## src/rtl/mult_scheduler.sv

```systemverilog
// rtl/mult_scheduler.sv - round-robin scheduler owning a shared shift-add multiplier
module mult_scheduler #(
    parameter int WIDTH = 4
) (
    input  logic               clock,
    input  logic               rst,
    input  logic [1:0]         req,
    input  logic [WIDTH-1:0]   a_in0,
    input  logic [WIDTH-1:0]   b_in0,
    input  logic [WIDTH-1:0]   a_in1,
    input  logic [WIDTH-1:0]   b_in1,
    output logic [1:0]         gnt,
    output logic [1:0]         done,
    output logic [2*WIDTH-1:0] product,
    output logic               busy
);

    localparam int CW = $clog2(WIDTH + 1);

    typedef enum logic [1:0] {IDLE, ADD, SHIFT, DONE} state_t;

    state_t           state, next_state;
    logic [WIDTH-1:0] acc, mreg, mcand;
    logic             carry;
    logic [CW-1:0]    count;
    logic             owner, last_grant, winner;
    logic [WIDTH:0]   sum;

    // On a tie the requester that did not win last time goes next.
    assign winner = (req == 2'b11) ? ~last_grant : req[1];
    assign sum    = {1'b0, acc} + {1'b0, mcand};
    assign busy   = (state != IDLE);

    always_ff @(posedge clock or posedge rst) begin
        if (rst) state <= IDLE;
        else     state <= next_state;
    end

    always_comb begin
        next_state = state;
        gnt        = '0;
        done       = '0;
        case (state)
            IDLE: begin
                // No grant while reset is applied, so nothing is captured.
                if (req != 2'b00 && !rst) begin
                    gnt[winner] = 1'b1;
                    next_state  = ADD;
                end
            end
            ADD:   next_state = SHIFT;
            SHIFT: next_state = (count != '0) ? ADD : DONE;
            DONE: begin
                done[owner] = 1'b1;
                next_state  = IDLE;
            end
        endcase
    end

    always_ff @(posedge clock or posedge rst) begin
        if (rst) begin
            acc        <= '0;
            mreg       <= '0;
            mcand      <= '0;
            carry      <= 1'b0;
            count      <= '0;
            owner      <= 1'b0;
            last_grant <= 1'b1;
            product    <= '0;
        end else begin
            case (state)
                IDLE: begin
                    if (req != 2'b00) begin
                        mcand      <= winner ? a_in1 : a_in0;
                        mreg       <= winner ? b_in1 : b_in0;
                        acc        <= '0;
                        carry      <= 1'b0;
                        count      <= CW'(WIDTH);
                        owner      <= winner;
                        last_grant <= winner;
                    end
                end
                ADD: begin
                    if (mreg[0]) {carry, acc} <= sum;
                    count <= count - 1'b1;
                end
                SHIFT: begin
                    // Logical right shift of {carry, acc, mreg}; carry refills acc's MSB.
                    carry <= 1'b0;
                    acc   <= {carry, acc[WIDTH-1:1]};
                    mreg  <= {acc[0], mreg[WIDTH-1:1]};
                end
                DONE: product <= {acc, mreg};
            endcase
        end
    end

endmodule
```

## config.mk

```make
export PLATFORM = sky130hd
export DESIGN_NAME = mult_scheduler
export DESIGN_NICKNAME = d
export VERILOG_FILES = /design/src/rtl/mult_scheduler.sv
export SDC_FILE = /design/constraint.sdc
export NUM_CORES = 1
export LEC_CHECK = 0
export ABC_AREA = 1
export CORE_ASPECT_RATIO = 1.1
export CORE_MARGIN = 5
export CORE_UTILIZATION = 45
export CTS_CLUSTER_SIZE = 16
export DETAILED_ROUTE_END_ITERATION = 10
export MAX_ROUTING_LAYER = met4
export PLACE_DENSITY = 0.75
export SYNTH_ARGS = -nofsm -noshare
export SYNTH_HDL_FRONTEND = slang
export SYNTH_SLANG_ARGS = --single-unit
```

## constraint.sdc

```tcl
create_clock -name clock -period 1.8 [get_ports clock]
set_input_delay 0.45 -clock clock [delete_from_list [all_inputs] [get_ports clock]]
set_output_delay 0.45 -clock clock [all_outputs]
set_load 0.01 [all_outputs]
```

Yosys cells after proc, flatten, opt, wreduce, memory -nomap -nowiden
Index checks and enable logic that the tools add are counted.
- register bits after elaboration: 28
- input bits: 20
- output and inout port bits: 13
- logic and storage cells: 61
- $add $sub $neg: 2
- $lt $le $gt $ge: 4
- equal/unequal tests: 7
- multiplexer cells: 23
- bitwise logic cells: 1
- reduce and logical (&&, ||, !) cells: 15
- operators by type and width (cell ; number):
    4-bit two-way mux ; 5
    4-bit one-hot mux with 3 select lines ; 1
    2-bit two-way mux ; 5
    2-bit one-hot mux with 4 select lines ; 1
    4-bit one-hot mux with 2 select lines ; 1
    2-bit nonzero test ; 4
    2-bit == test (second input constant) ; 3
    2-bit != test (second input constant) ; 3
    3-bit one-hot mux with 2 select lines ; 1
    2-bit AND reduction ; 3
    3-bit nonzero test ; 2
    4-bit by 4-bit adder with 5-bit output ; 1
    1-bit two-way mux ; 5
    1-bit by 2-bit less-than comparator with 1-bit output (second input constant) ; 2
    1-bit logical AND ; 3
    3-bit two-way mux ; 1
    1-bit one-hot mux with 3 select lines ; 1
    3-bit AND reduction ; 1
    3-bit by 1-bit subtractor with 3-bit output (second input constant) ; 1
    1-bit demux with 1-bit select ; 2
    2-bit by 1-bit == test with 1-bit output (second input constant) ; 1
    1-bit >= comparator (second input constant) ; 2
    2-bit logical NOT ; 1
    1-bit logical NOT ; 1
    1-bit NOT ; 1

Logic depth before layout (Yosys ltp)
Gate-level depths: netlist of the first run.
- depth after elaboration: 8
- gate-level depth with buffers: 9
- mapped depth without buffers: 9

Worst setup path before layout of the first run
No wires, ideal clock.
- kind: register -> output
- start point: reg state[0]
- end point: out gnt[0]
- arrival: 1.263 ns
- setup slack: 0.087 ns
- cell stages (with the launch flop): 5
- buffers on the path: 0
- path through: dfrtp_1 inv_1 ha_1 o21ai_4 nor3_1
- cells in the longest elaborated chain, start to end: 2
- RTL lines (item ; RTL line ; text):
    start, declared ; 22 ; state_t state, next_state;
    start signal, assigned ; 36 ; else state <= next_state;
    2-bit logical NOT ; 43 ; case (state)
    2-bit two-way mux ; 43 ;
    end, declared ; 12 ; output logic [1:0] gnt,
Every way passes these cells.

Worst setup path in the final report of the first run
- start point: reg last_grant
- end point: out gnt[0]
- cells in the longest elaborated chain, start to end: 8
- elaborated cells between the ends (all ways): 9
- classes of those cells: 2 x order compare; 5 x mux; 1 x bitwise; 1 x reduce/logical
- RTL lines (item ; RTL line ; text):
    start, declared ; 26 ; logic owner, last_grant, winner;
    start signal, assigned ; 80 ; last_grant <= winner;
    1-bit NOT * ; 30 ; assign winner = (req == 2'b11) ? ~last_grant : req[1];
    1-bit two-way mux * ; 30 ;
    1-bit by 2-bit less-than comparator with 1-bit output (implied by the code) or 1-bit >= comparator (tied branches) ; 47 ; gnt[winner] = 1'b1;
    1-bit logical AND (implied by the code) ; 47 ;
    1-bit two-way mux (implied by the code) ; 47 ;
    1-bit demux with 1-bit select * ; 47 ;
    2-bit two-way mux * ; 46 ; if (req != 2'b00 && !rst) begin
    2-bit two-way mux * ; 43 ;
Mark *: on every way between the ends. The rest lies on a longest branch, timed or not.

==> reports/results.tsv, run 1 <==
stage	metric	value	unit
final_layout	final_cell_area	0.00218	mm²
final_layout	nets	282	
placement	dpl.hpwl	2760	µm
synth	synth_area_leaders	dfrtp_1, nand2_1, ha_1	
worst_hold_path	hold_class	reg2reg	
synth	synth.avg_cell_area	8.03	µm²
timing	period_needed	1810	ps
pwr	p_switching	1.45	mW
clock_tree	clkTransAtPathRegs	160	ps
synth	yosys_warnings	0	
floorplanning	num_rows	22	
synth	syn_inst	193	
timing	fin_ws	-9.74	ps
final_layout	drive_above_1_share	20.0	%
final_layout	antenna_cells	0	
status	status	finished, violations left	
placement	place_area	0.00207	mm²
synth	synth_seq_area_share	45.3	%
clock_tree	clock-sinks	28	
setup_path	worst-setup-path-type	reg2out	
floorplanning	dieArea	0.00472	mm²
setup_path	crit_slowest_cell	dfstp_2	
setup_path	crit_top_cell	nand2_2	
detailed_routing	drc_errors	0	
timing	skew	9.62	ps
clock_tree	numCtsBuffers	3	
timing	relSlewSlack	80.9	%
floorplanning	initial_core_util	46.5	%
setup_path	path_delay_family	flip-flops	
pwr	irDropWorstVdd	0.792	mV
floorplanning	die_w	66.0	µm
pwr	switching_share	41.4	%
timing	fin_crit_sh	101	%
clock_tree	holdBufCountCts	0	
setup_path	cp_slowest_stage_delay	570	ps
pwr	combPwrFrac	57.3	%
global_route	grt_max_degree	24	
setup_path	worst-path-buf-inv	2	
placement	gp_congestion	0.842	
detailed_routing	num_vias	1453	
floorplanning	io_pins	33	
pwr	clkPwrFrac	11.8	%
pwr	power.density	1600	mW/mm²
synth	synth.top_cell.area_share	43.6	%
final_layout	fin_cells	298	
pwr	p_int	2.05	mW
timing	setup_viol	1	
detailed_routing	wirelength	3700	µm
detailed_routing	wl_per_cell	12.4	µm
global_route	grt_pass1_vias	1373	
timing	slew_viol_final	0	
floorplanning	die_y	71.6	µm
clock_tree	clkLatencyLatePin	330	ps
synth	ys_seq_elements	28	
detailed_routing	drt-pass1-iter-count	4	
global_route	antenna_found_initial	0	
clock_tree	clockRootBuffer	clkbuf_4	
synth	synth_fp_nets	224	
setup_path	required	1350	ps
global_route	track_usage	16.8	%
placement	place_inst	289	
timing	worstMarginPinSlew	287	ps
timing	finalHoldViolations	0	
synth	netlist_area	0.00155	mm²
timing	fmax	0.553	GHz
detailed_routing	routed_via_density	4.88	
clock_tree	cts_tree	built	
clock_tree	h-tree-depth	1	
timing	rsz0062_at_grt	yes	
global_route	grt_first_pass_wirelength	6150	µm
final_layout	area_growth	40.6	%
setup_path	cp_max_fo	3	
floorplanning	core	0.00333	mm²
placement	io_buffers	32	
detailed_routing	drtIter0Drc	85	
flow_run	drv_cap	0	
setup_path	cp_data_arrival_time	1360	ps
status	violations	setup timing	
pwr	p_leak	1.10	nW
synth	synth_top_area_cell	dfrtp_1	
setup_path	crit_chain	nand2_2, nand2_2, inv_2, nor3_2, buf_2	
pwr	p_seq_share	30.9	%
clock_tree	clockBufferDepth	2	
setup_path	critPathCaptureType	output pin	
pwr	total_power	3.50	mW
synth	synth.distinct_cells	26	
global_route	grt-ovfl-total	0	
setup_path	crit_path_start_kind	register	
detailed_routing	drtAntennaViolNets	0	
state kept, by name, summed over array words and instances, names as in the netlist:
signal and flops:
product 8, acc 4, carry 1, mcand 4, last_grant 1, state 2
owner 1, mreg 4, count 3
synthesized netlist by cell type (all sizes together):
cell type	instances
dfrtp	27
nor2	12
a21oi	3
nor3	1
xor2	1
clkinv	1
o31ai	1
clkbuf	1
o22ai	2
inv	20
fa	1
nand3	10
buf	1
o21ai	21
ha	10
o211ai	4
dfstp	1
nand2	75
a22oi	1
cells by family (layout without fill, tap and decap cells):
kind of cell | Yosys count | after routing | share of synthesized area [%]
xor gates and xnor gates | 1 | 1 | 0.565
adders and majority gates | 11 | 11 | 9.36
DFF | 28 | 28 | 45.3
and+or+nand+nor | 98 | 98 | 25.7
AOI/OAI and AO/OA | 32 | 32 | 13.4
buffers and inverters | 23 | 80 | 5.65
per-layer routing:
layer / global-route usage [%] / share of wire [%] / up-vias
li1: - / - / 736
met2: 29.5 / 53 / 29
met5: - / 0 / -
met1: 21.1 / 43 / 686
met3: 1.41 / 3.0 / 2
met4: 3.39 / 0.38 / 0
placed cells by master, fill, tap and decap left out, types with 2 or more instances in the layout:
cell / count
dfrtp_1: 27
buf_6: 2
clkbuf_4: 3
o22ai_1: 2
nor2_1: 11
nand3_1: 10
buf_4: 20
o21ai_4: 3
a21oi_1: 3
ha_1: 8
inv_1: 15
inv_2: 6
clkdlybuf4s50_1: 25
o21ai_1: 3
o21ai_0: 14
dlygate4sd2_1: 2
buf_2: 5
nand2_1: 72
nand2_2: 2
o211ai_1: 4
ha_4: 2
tightest hold or removal path, delay by kind of cell (launching register included):
kind / cells / cell delay, ps
flip-flops: 1 / 370
AND/OR/NAND/NOR: 2 / 90
final timing paths:
kind | startpoint | end | slack, ps | cells past startpoint
min reg2reg | product[4]$_DFFE_PP0N_ | product[4]$_DFFE_PP0N_ | 490 | 2
max reg2reg | state[0]$_DFFE_PP0P_ | mreg[2]$_DFFE_PP0P_ | 110 | 9
min | product[4]$_DFFE_PP0N_ | product[4]$_DFFE_PP0N_ | 490 | 2
max | last_grant$_DFFE_PP1P_ | gnt[0] | -10 | 5
min in group asynchronous | rst | mreg[1]$_DFFE_PP0P_ | 540 | 3
max in group asynchronous | rst | acc[1]$_DFFE_PP0P_ | 850 | 4
area by class of cell:
| type | instances | area (µm²) |
|---|---|---|
| Clock inverter | 1 | 30.0 |
| Tap cell | 48 | 60.1 |
| Fill cell | 289 | 1150 |
| Inverter | 21 | 78.8 |
| Multi-Input combinational cell | 142 | 801 |
| Clock buffer | 3 | 22.5 |
| Timing Repair Buffer | 55 | 485 |
| Sequential cell | 28 | 702 |
power by group through the flow:
stage | sequential, mW | combinational [mW] | clock [mW]
after floorplan | 1.08 | 1.09 | 0
after global placement | 1.07 | 1.80 | 0
after detailed placement | 1.08 | 1.84 | 0
after CTS | 1.07 | 1.89 | 0.418
after global routing | 1.11 | 2.23 | 0.445
final | 1.08 | 2.00 | 0.413
per-stage QoR:
step	hold WS, ps	setup slack (ps)	utilization (%)	setup TNS (ps)
final	488	-9.74	65.4	-9.74
after global routing	523	-101	65.4	-143
after CTS	486	-35.6	64.2	-61.9
after detailed placement	458	-565	62.1	-1170
after global placement	453	-517	62.1	-1090
after floorplan	448	87.2	-	0
what timing repair did:
item,4_1_cts,5_1_grt
endpoints found under the setup margin,5,4
buffers inserted,1,4
resized for setup,28,7
endpoints found under the hold margin,0,0
pin swaps,1,3
Note: power is estimated with default switching activity, not from simulation.
==> inputs of run 2 (changes only) <==
- CELL_PAD_IN_SITES_DETAIL_PLACEMENT: not set -> 1
- CELL_PAD_IN_SITES_GLOBAL_PLACEMENT: not set -> 1
- CORE_UTILIZATION: 45 -> 37
- PLACE_DENSITY: 0.75 -> 0.82
==> reports/results.tsv, run 2 (synthesis results as in run 1) <==
stage	metric	value	unit	change
timing	fmax	0.556	GHz	+0.64%
timing	finalHoldViolations	0		unchanged
flow_run	drv_cap	0		unchanged
pwr	total_power	3.76	mW	+7.5%
floorplanning	die_y	77.9	µm	+8.8%
final_layout	fin_cells	301		+1.0%
clock_tree	cts_tree	built		
clock_tree	numCtsBuffers	3		unchanged
final_layout	ff_latch_area	702	µm²	unchanged
pwr	irDropWorstVdd	0.757	mV	-4.4%
worst_hold_path	hold_class	reg2reg		
pwr	p_leak	1.11	nW	+1.0%
floorplanning	io_pins	33		unchanged
clock_tree	clockBufferDepth	2		unchanged
final_layout	multi_input_area	821	µm²	+2.5%
final_layout	antenna_cells	0		unchanged
clock_tree	clkTransAtPathRegs	100	ps	-60 ps
clock_tree	clockRootBuffer	clkbuf_8		
floorplanning	core	0.00402	mm²	+21%
final_layout	area_growth	44.6	%	
setup_path	path_delay_family	flip-flops		
clock_tree	h-tree-depth	1		unchanged
global_route	antenna_found_initial	0		unchanged
global_route	grt_first_pass_wirelength	8250	µm	+34%
setup_path	worst-path-buf-inv	3		+1
setup_path	cp_max_fo	3		unchanged
final_layout	top_register	product		
floorplanning	num_rows	24		+9.1%
setup_path	crit_top_cell	buf_6		
floorplanning	dieArea	0.00559	mm²	+18%
timing	whs	481	ps	-7.43 ps
detailed_routing	wl_per_cell	16.1	µm	+30%
clock_tree	clock-sinks	28		unchanged
floorplanning	die_w	71.7	µm	+8.7%
timing	skew	5.30	ps	-4.31 ps
timing	fin_crit_sh	99.9	%	-0.64 points
pwr	power.density	1680	mW/mm²	+4.5%
placement	place_inst	292		+1.0%
setup_path	worst-setup-path-type	reg2out		
detailed_routing	drtAntennaViolNets	0		unchanged
detailed_routing	wirelength	4840	µm	+31%
setup_path	cp_slowest_stage_delay	430	ps	-140 ps
final_layout	layout_commonest_cell	nand2_1		
placement	io_buffers	32		unchanged
timing	rsz0062_at_grt	yes		
setup_path	required	1350	ps	about the same
global_route	grt-ovfl-total	0		unchanged
setup_path	crit_chain	inv_2, ha_4, buf_6, nand2_4, nor2_4, buf_6		
detailed_routing	drtIter0Drc	68		-20%
placement	gp_congestion	0.802		-4.7%
setup_path	crit_slowest_cell	dfrtp_1		
final_layout	nets	281		-0.35%
floorplanning	initial_core_util	38.5	%	-8.0 points
detailed_routing	drt-pass1-iter-count	4		unchanged
status	status	complete, no violations		
clock_tree	clkLatencyLatePin	290	ps	-40 ps
detailed_routing	routed_via_density	4.99		+2.3%
setup_path	crit_path_start_kind	register		
final_layout	post-route-util	55.7	%	-9.7 points
timing	worstMarginPinSlew	271	ps	-15.9 ps
setup_path	critPathCaptureType	output pin		
final_layout	final_cell_area	0.00224	mm²	+2.9%
timing	setup_viol	0		-1
setup_path	cp_data_arrival_time	1350	ps	about the same
timing	relSlewSlack	81.8	%	+0.89 points
final_layout	final_cell_mix	nand2_1, dfrtp_1, clkdlybuf4s50_1		
detailed_routing	drc_errors	0		unchanged
timing	period_needed	1800	ps	-11.5 ps
timing	slew_viol_final	0		unchanged
global_route	grt_max_degree	29		+21%
global_route	track_usage	19.2	%	+2.4 points
placement	place_area	0.00207	mm²	-0.12%
placement	dpl.hpwl	3500	µm	+27%
final_layout	largest_reg_flops	8		unchanged
detailed_routing	num_vias	1502		+3.4%
final_layout	fillers	499		+73%
global_route	grt_pass1_vias	1730		+26%
final_layout	drive_above_1_share	21.3	%	+1.3 points
==> run 2: cell count changes in the layout (fill, tap and decap cells not counted), sizes merged <==
cell and change:
inv -1, buf -2, clkinv +1, clkbuf +1
==> run 2: what timing repair did <==
| action | 4_1_cts | 5_1_grt |
|---|---|---|
| hold buffers | 0 | 0 |
| resized for setup | 31 | 15 |
| pin swaps | 2 | 5 |
| endpoints found under the setup margin | 5 | 8 |
| setup buffers | 3 | 2 |
==> run 2: area by class of cell <==
type                       count  share of cell area [%]
multi-input combinational    142                    36.6
sequential                    28                    31.3
timing repair buffer          54                    22.4
inverter                      21                    3.63
tap                           52                    2.90
clock buffer                   3                    1.84
clock inverter                 1                    1.34
==> run 2: metrics by stage <==
stage | worst slack (ps) | setup TNS [ps]
finish | 1.75 | 0
global route | -66.8 | -138
CTS | -0.904 | -0.904
detailed placement | -566 | -1500
global placement | -516 | -1150
floorplan | 87.2 | 0
==> run 2: power by group <==
| group | switching, mW | leakage, nW | total (mW) | internal (mW) |
|---|---|---|---|---|
| sequential | 0.218 | 0.358 | 1.11 | 0.896 |
| combinational | 1.19 | 0.718 | 2.14 | 0.949 |
| clock | 0.211 | 0.0357 | 0.510 | 0.299 |
==> run 2: per-layer routing <==
layer / track usage [%] / part of all wire, % / up-vias
li1: - / - / 730
met1: 22.5 / 42 / 730
met2: 34.5 / 53 / 34
met3: 1.81 / 2.7 / 8
met4: 5.64 / 1.7 / 0
met5: - / 0 / -
==> run 2: worst paths after layout <==
check	start	end	slack (ps)	depth (start not counted)
worst max-delay path	state[0]$_DFFE_PP0P_	gnt[1]	2	6
worst min-delay path	product[7]$_DFFE_PP0N_	product[7]$_DFFE_PP0N_	480	2
worst max register to register	acc[0]$_DFFE_PP0P_	carry$_DFFE_PP0P_	70	6
worst min register to register	product[7]$_DFFE_PP0N_	product[7]$_DFFE_PP0N_	480	2
max in group asynchronous	rst	last_grant$_DFFE_PP1P_	800	4
min in group asynchronous	rst	state[1]$_DFFE_PP0P_	770	4
==> run 2: worst reg2reg max path: cells and delay by family (launching register included) <==
family | cells | cell delay [ps]
compound gates | 3 | 450
buf+inv | 1 | 90
fa+ha+maj | 2 | 680
flops | 1 | 430
==> inputs of run 3 (changes only) <==
- CORE_ASPECT_RATIO: 1.1 -> 0.8
==> reports/results.tsv, run 3 (synthesis results as in run 1) <==
stage	metric	value	unit	change
status	status	finished, violations left		
status	violations	setup timing		
clock_tree	clockRootBuffer	clkbuf_8		
global_route	grt-ovfl-total	0		unchanged
pwr	irDropWorstVdd	0.860	mV	+14%
floorplanning	num_rows	21		-13%
worst_hold_path	hold_class	reg2reg		
setup_path	reg2reg_depth	10		+4
floorplanning	dieArea	0.00559	mm²	+0.12%
global_route	track_usage	16.9	%	-2.3 points
timing	whs	480	ps	-0.103 ps
global_route	grt_max_degree	17		-41%
clock_tree	numCtsBuffers	3		unchanged
floorplanning	initial_core_util	37.6	%	-0.95 points
timing	fin_crit_sh	101	%	+1.5 points
detailed_routing	wirelength	4340	µm	-10%
final_layout	drive_above_1_share	20.7	%	-0.57 points
detailed_routing	drt-pass1-iter-count	4		unchanged
detailed_routing	num_vias	1463		-2.6%
clock_tree	cts_tree	built		
pwr	p_seq_share	30.0	%	+0.4 points
final_layout	fillers	531		+6.4%
global_route	antenna_found_initial	0		unchanged
setup_path	required	1350	ps	about the same
timing	fin_setup_tns	-27.8	ps	-27.8 ps
setup_path	critPathCaptureType	output pin		
final_layout	area_growth	43.1	%	
clock_tree	clkLatencyLatePin	280	ps	about the same
final_layout	nets	283		+0.71%
floorplanning	die_y	67.9	µm	-13%
worst_hold_path	hold_path_depth	2		unchanged
placement	dpl.hpwl	3350	µm	-4.3%
detailed_routing	routed_via_density	4.75		-4.8%
final_layout	layout_commonest_cell	nand2_1		
clock_tree	h-tree-depth	1		unchanged
floorplanning	die_w	82.4	µm	+15%
floorplanning	io_pins	33		unchanged
detailed_routing	drtIter0Drc	53		-22%
global_route	grt_first_pass_wirelength	6970	µm	-15%
global_route	grt_pass1_vias	1497		-13%
timing	relSlewSlack	83.2	%	+1.5 points
pwr	combPwrFrac	56.1	%	-0.7 points
clock_tree	holdBufCountCts	0		unchanged
final_layout	top_register	product		
timing	worstMarginPinSlew	252	ps	-19.2 ps
clock_tree	clockBufferDepth	2		unchanged
timing	period_needed	1830	ps	+27.6 ps
timing	rsz0062_at_grt	yes		
final_layout	final_cell_area	0.00222	mm²	-1.1%
pwr	p_switching	1.52	mW	-5.9%
setup_path	worst-setup-path-type	reg2out		
detailed_routing	drc_errors	0		unchanged
final_layout	final_cell_mix	nand2_1, dfrtp_1, clkdlybuf4s50_1		
placement	io_buffers	32		unchanged
final_layout	fin_cells	308		+2.3%
clock_tree	clock-sinks	28		unchanged
placement	place_area	0.00208	mm²	+0.42%
timing	fmax	0.548	GHz	-1.5%
detailed_routing	wl_per_cell	14.1	µm	-12%
pwr	p_int	2.11	mW	-1.4%
pwr	switching_share	41.8	%	-1.1 points
final_layout	antenna_cells	0		unchanged
setup_path	cp_max_fo	3		unchanged
placement	place_inst	299		+2.4%
flow_run	drv_cap	0		unchanged
timing	fin_ws	-25.8	ps	-27.6 ps
floorplanning	core	0.00413	mm²	+2.5%
pwr	power.density	1640	mW/mm²	-2.3%
clock_tree	clkTransAtPathRegs	100	ps	about the same
timing	setup_viol	2		+2
setup_path	crit_path_start_kind	register		
detailed_routing	drtAntennaViolNets	0		unchanged
pwr	clkPwrFrac	13.9	%	+0.3 points
setup_path	cp_data_arrival_time	1380	ps	+30 ps
placement	gp_congestion	0.788		-1.7%
timing	slew_viol_final	0		unchanged
final_layout	largest_reg_flops	8		unchanged
pwr	p_leak	1.11	nW	-0.24%
timing	finalHoldViolations	0		unchanged
placement	placement.setup.worst_slack	-714	ps	-148 ps
timing	skew	4.34	ps	-0.969 ps
## run 3: changes by cell type in the layout (fill, tap and decap cells not counted), sizes merged
| cell | change |
|---|---|
| clkbuf | +1 |
| buf | +1 |
## run 3: power groups by stage
| stage | Clock (mW) | Sequential, mW | Combinational [mW] |
|---|---|---|---|
| after CTS | 0.518 | 1.08 | 1.98 |
| after floorplan | 0 | 1.08 | 1.09 |
| after detailed placement | 0 | 1.09 | 1.88 |
| after global placement | 0 | 1.08 | 1.81 |
| after global routing | 0.543 | 1.12 | 2.28 |
| final | 0.506 | 1.09 | 2.04 |
## run 3: cell type report
| cell class | count | area (µm²) | area share (%) |
|---|---|---|---|
| Multi-Input combinational cell | 142 | 812 | 36.6 |
| Sequential cell | 28 | 702 | 31.6 |
| Timing Repair Buffer | 56 | 480 | 21.7 |
| Inverter | 21 | 81.3 | 3.67 |
| Tap cell | 57 | 71.3 | 3.21 |
| Clock buffer | 3 | 41.3 | 1.86 |
| Clock inverter | 1 | 30.0 | 1.35 |
## run 3: what timing repair did
item | in CTS | in global routing
endpoints found under the setup margin | 5 | 5
gates resized for setup | 27 | 9
gates cloned | 0 | 0
pin swaps | 1 | 3
buffers inserted | 2 | 3
## run 3: path summary, 6_finish.rpt
kind	from	endpoint	slack, ps
max in group asynchronous	rst	mcand[0]$_DFFE_PP0P_	740
max reg2reg	state[0]$_DFFE_PP0P_	state[1]$_DFFE_PP0P_	40
min	product[7]$_DFFE_PP0N_	product[7]$_DFFE_PP0N_	480
min in group asynchronous	rst	product[2]$_DFFE_PP0N_	600
max	last_grant$_DFFE_PP1P_	gnt[0]	-30
min reg2reg	product[7]$_DFFE_PP0N_	product[7]$_DFFE_PP0N_	480
## run 3: routing by layer
metal | up-vias | GRT usage [%] | share of wire, %
met2 | 24 | 30.1 | 50
li1 | 739 | - | -
met1 | 694 | 20.0 | 45
met3 | 6 | 3.55 | 3.1
met5 | - | - | 0
met4 | 0 | 2.49 | 1.5
## run 3: metrics by stage
step | total power, mW | util (%)
2_1_floorplan | 2.17 | -
3_3_place_gp | 2.89 | 50.3
3_5_place_dp | 2.98 | 50.3
4_1_cts | 3.58 | 52.9
5_1_grt | 3.95 | 53.8
6_report | 3.63 | 53.8
## run 3: worst max-delay path, stage by stage, from the launching register on
cell	delay, ps
dfstp_2	560
nand2_2	50
nand2_2	90
inv_4	50
nor3_4	180
buf_2	160
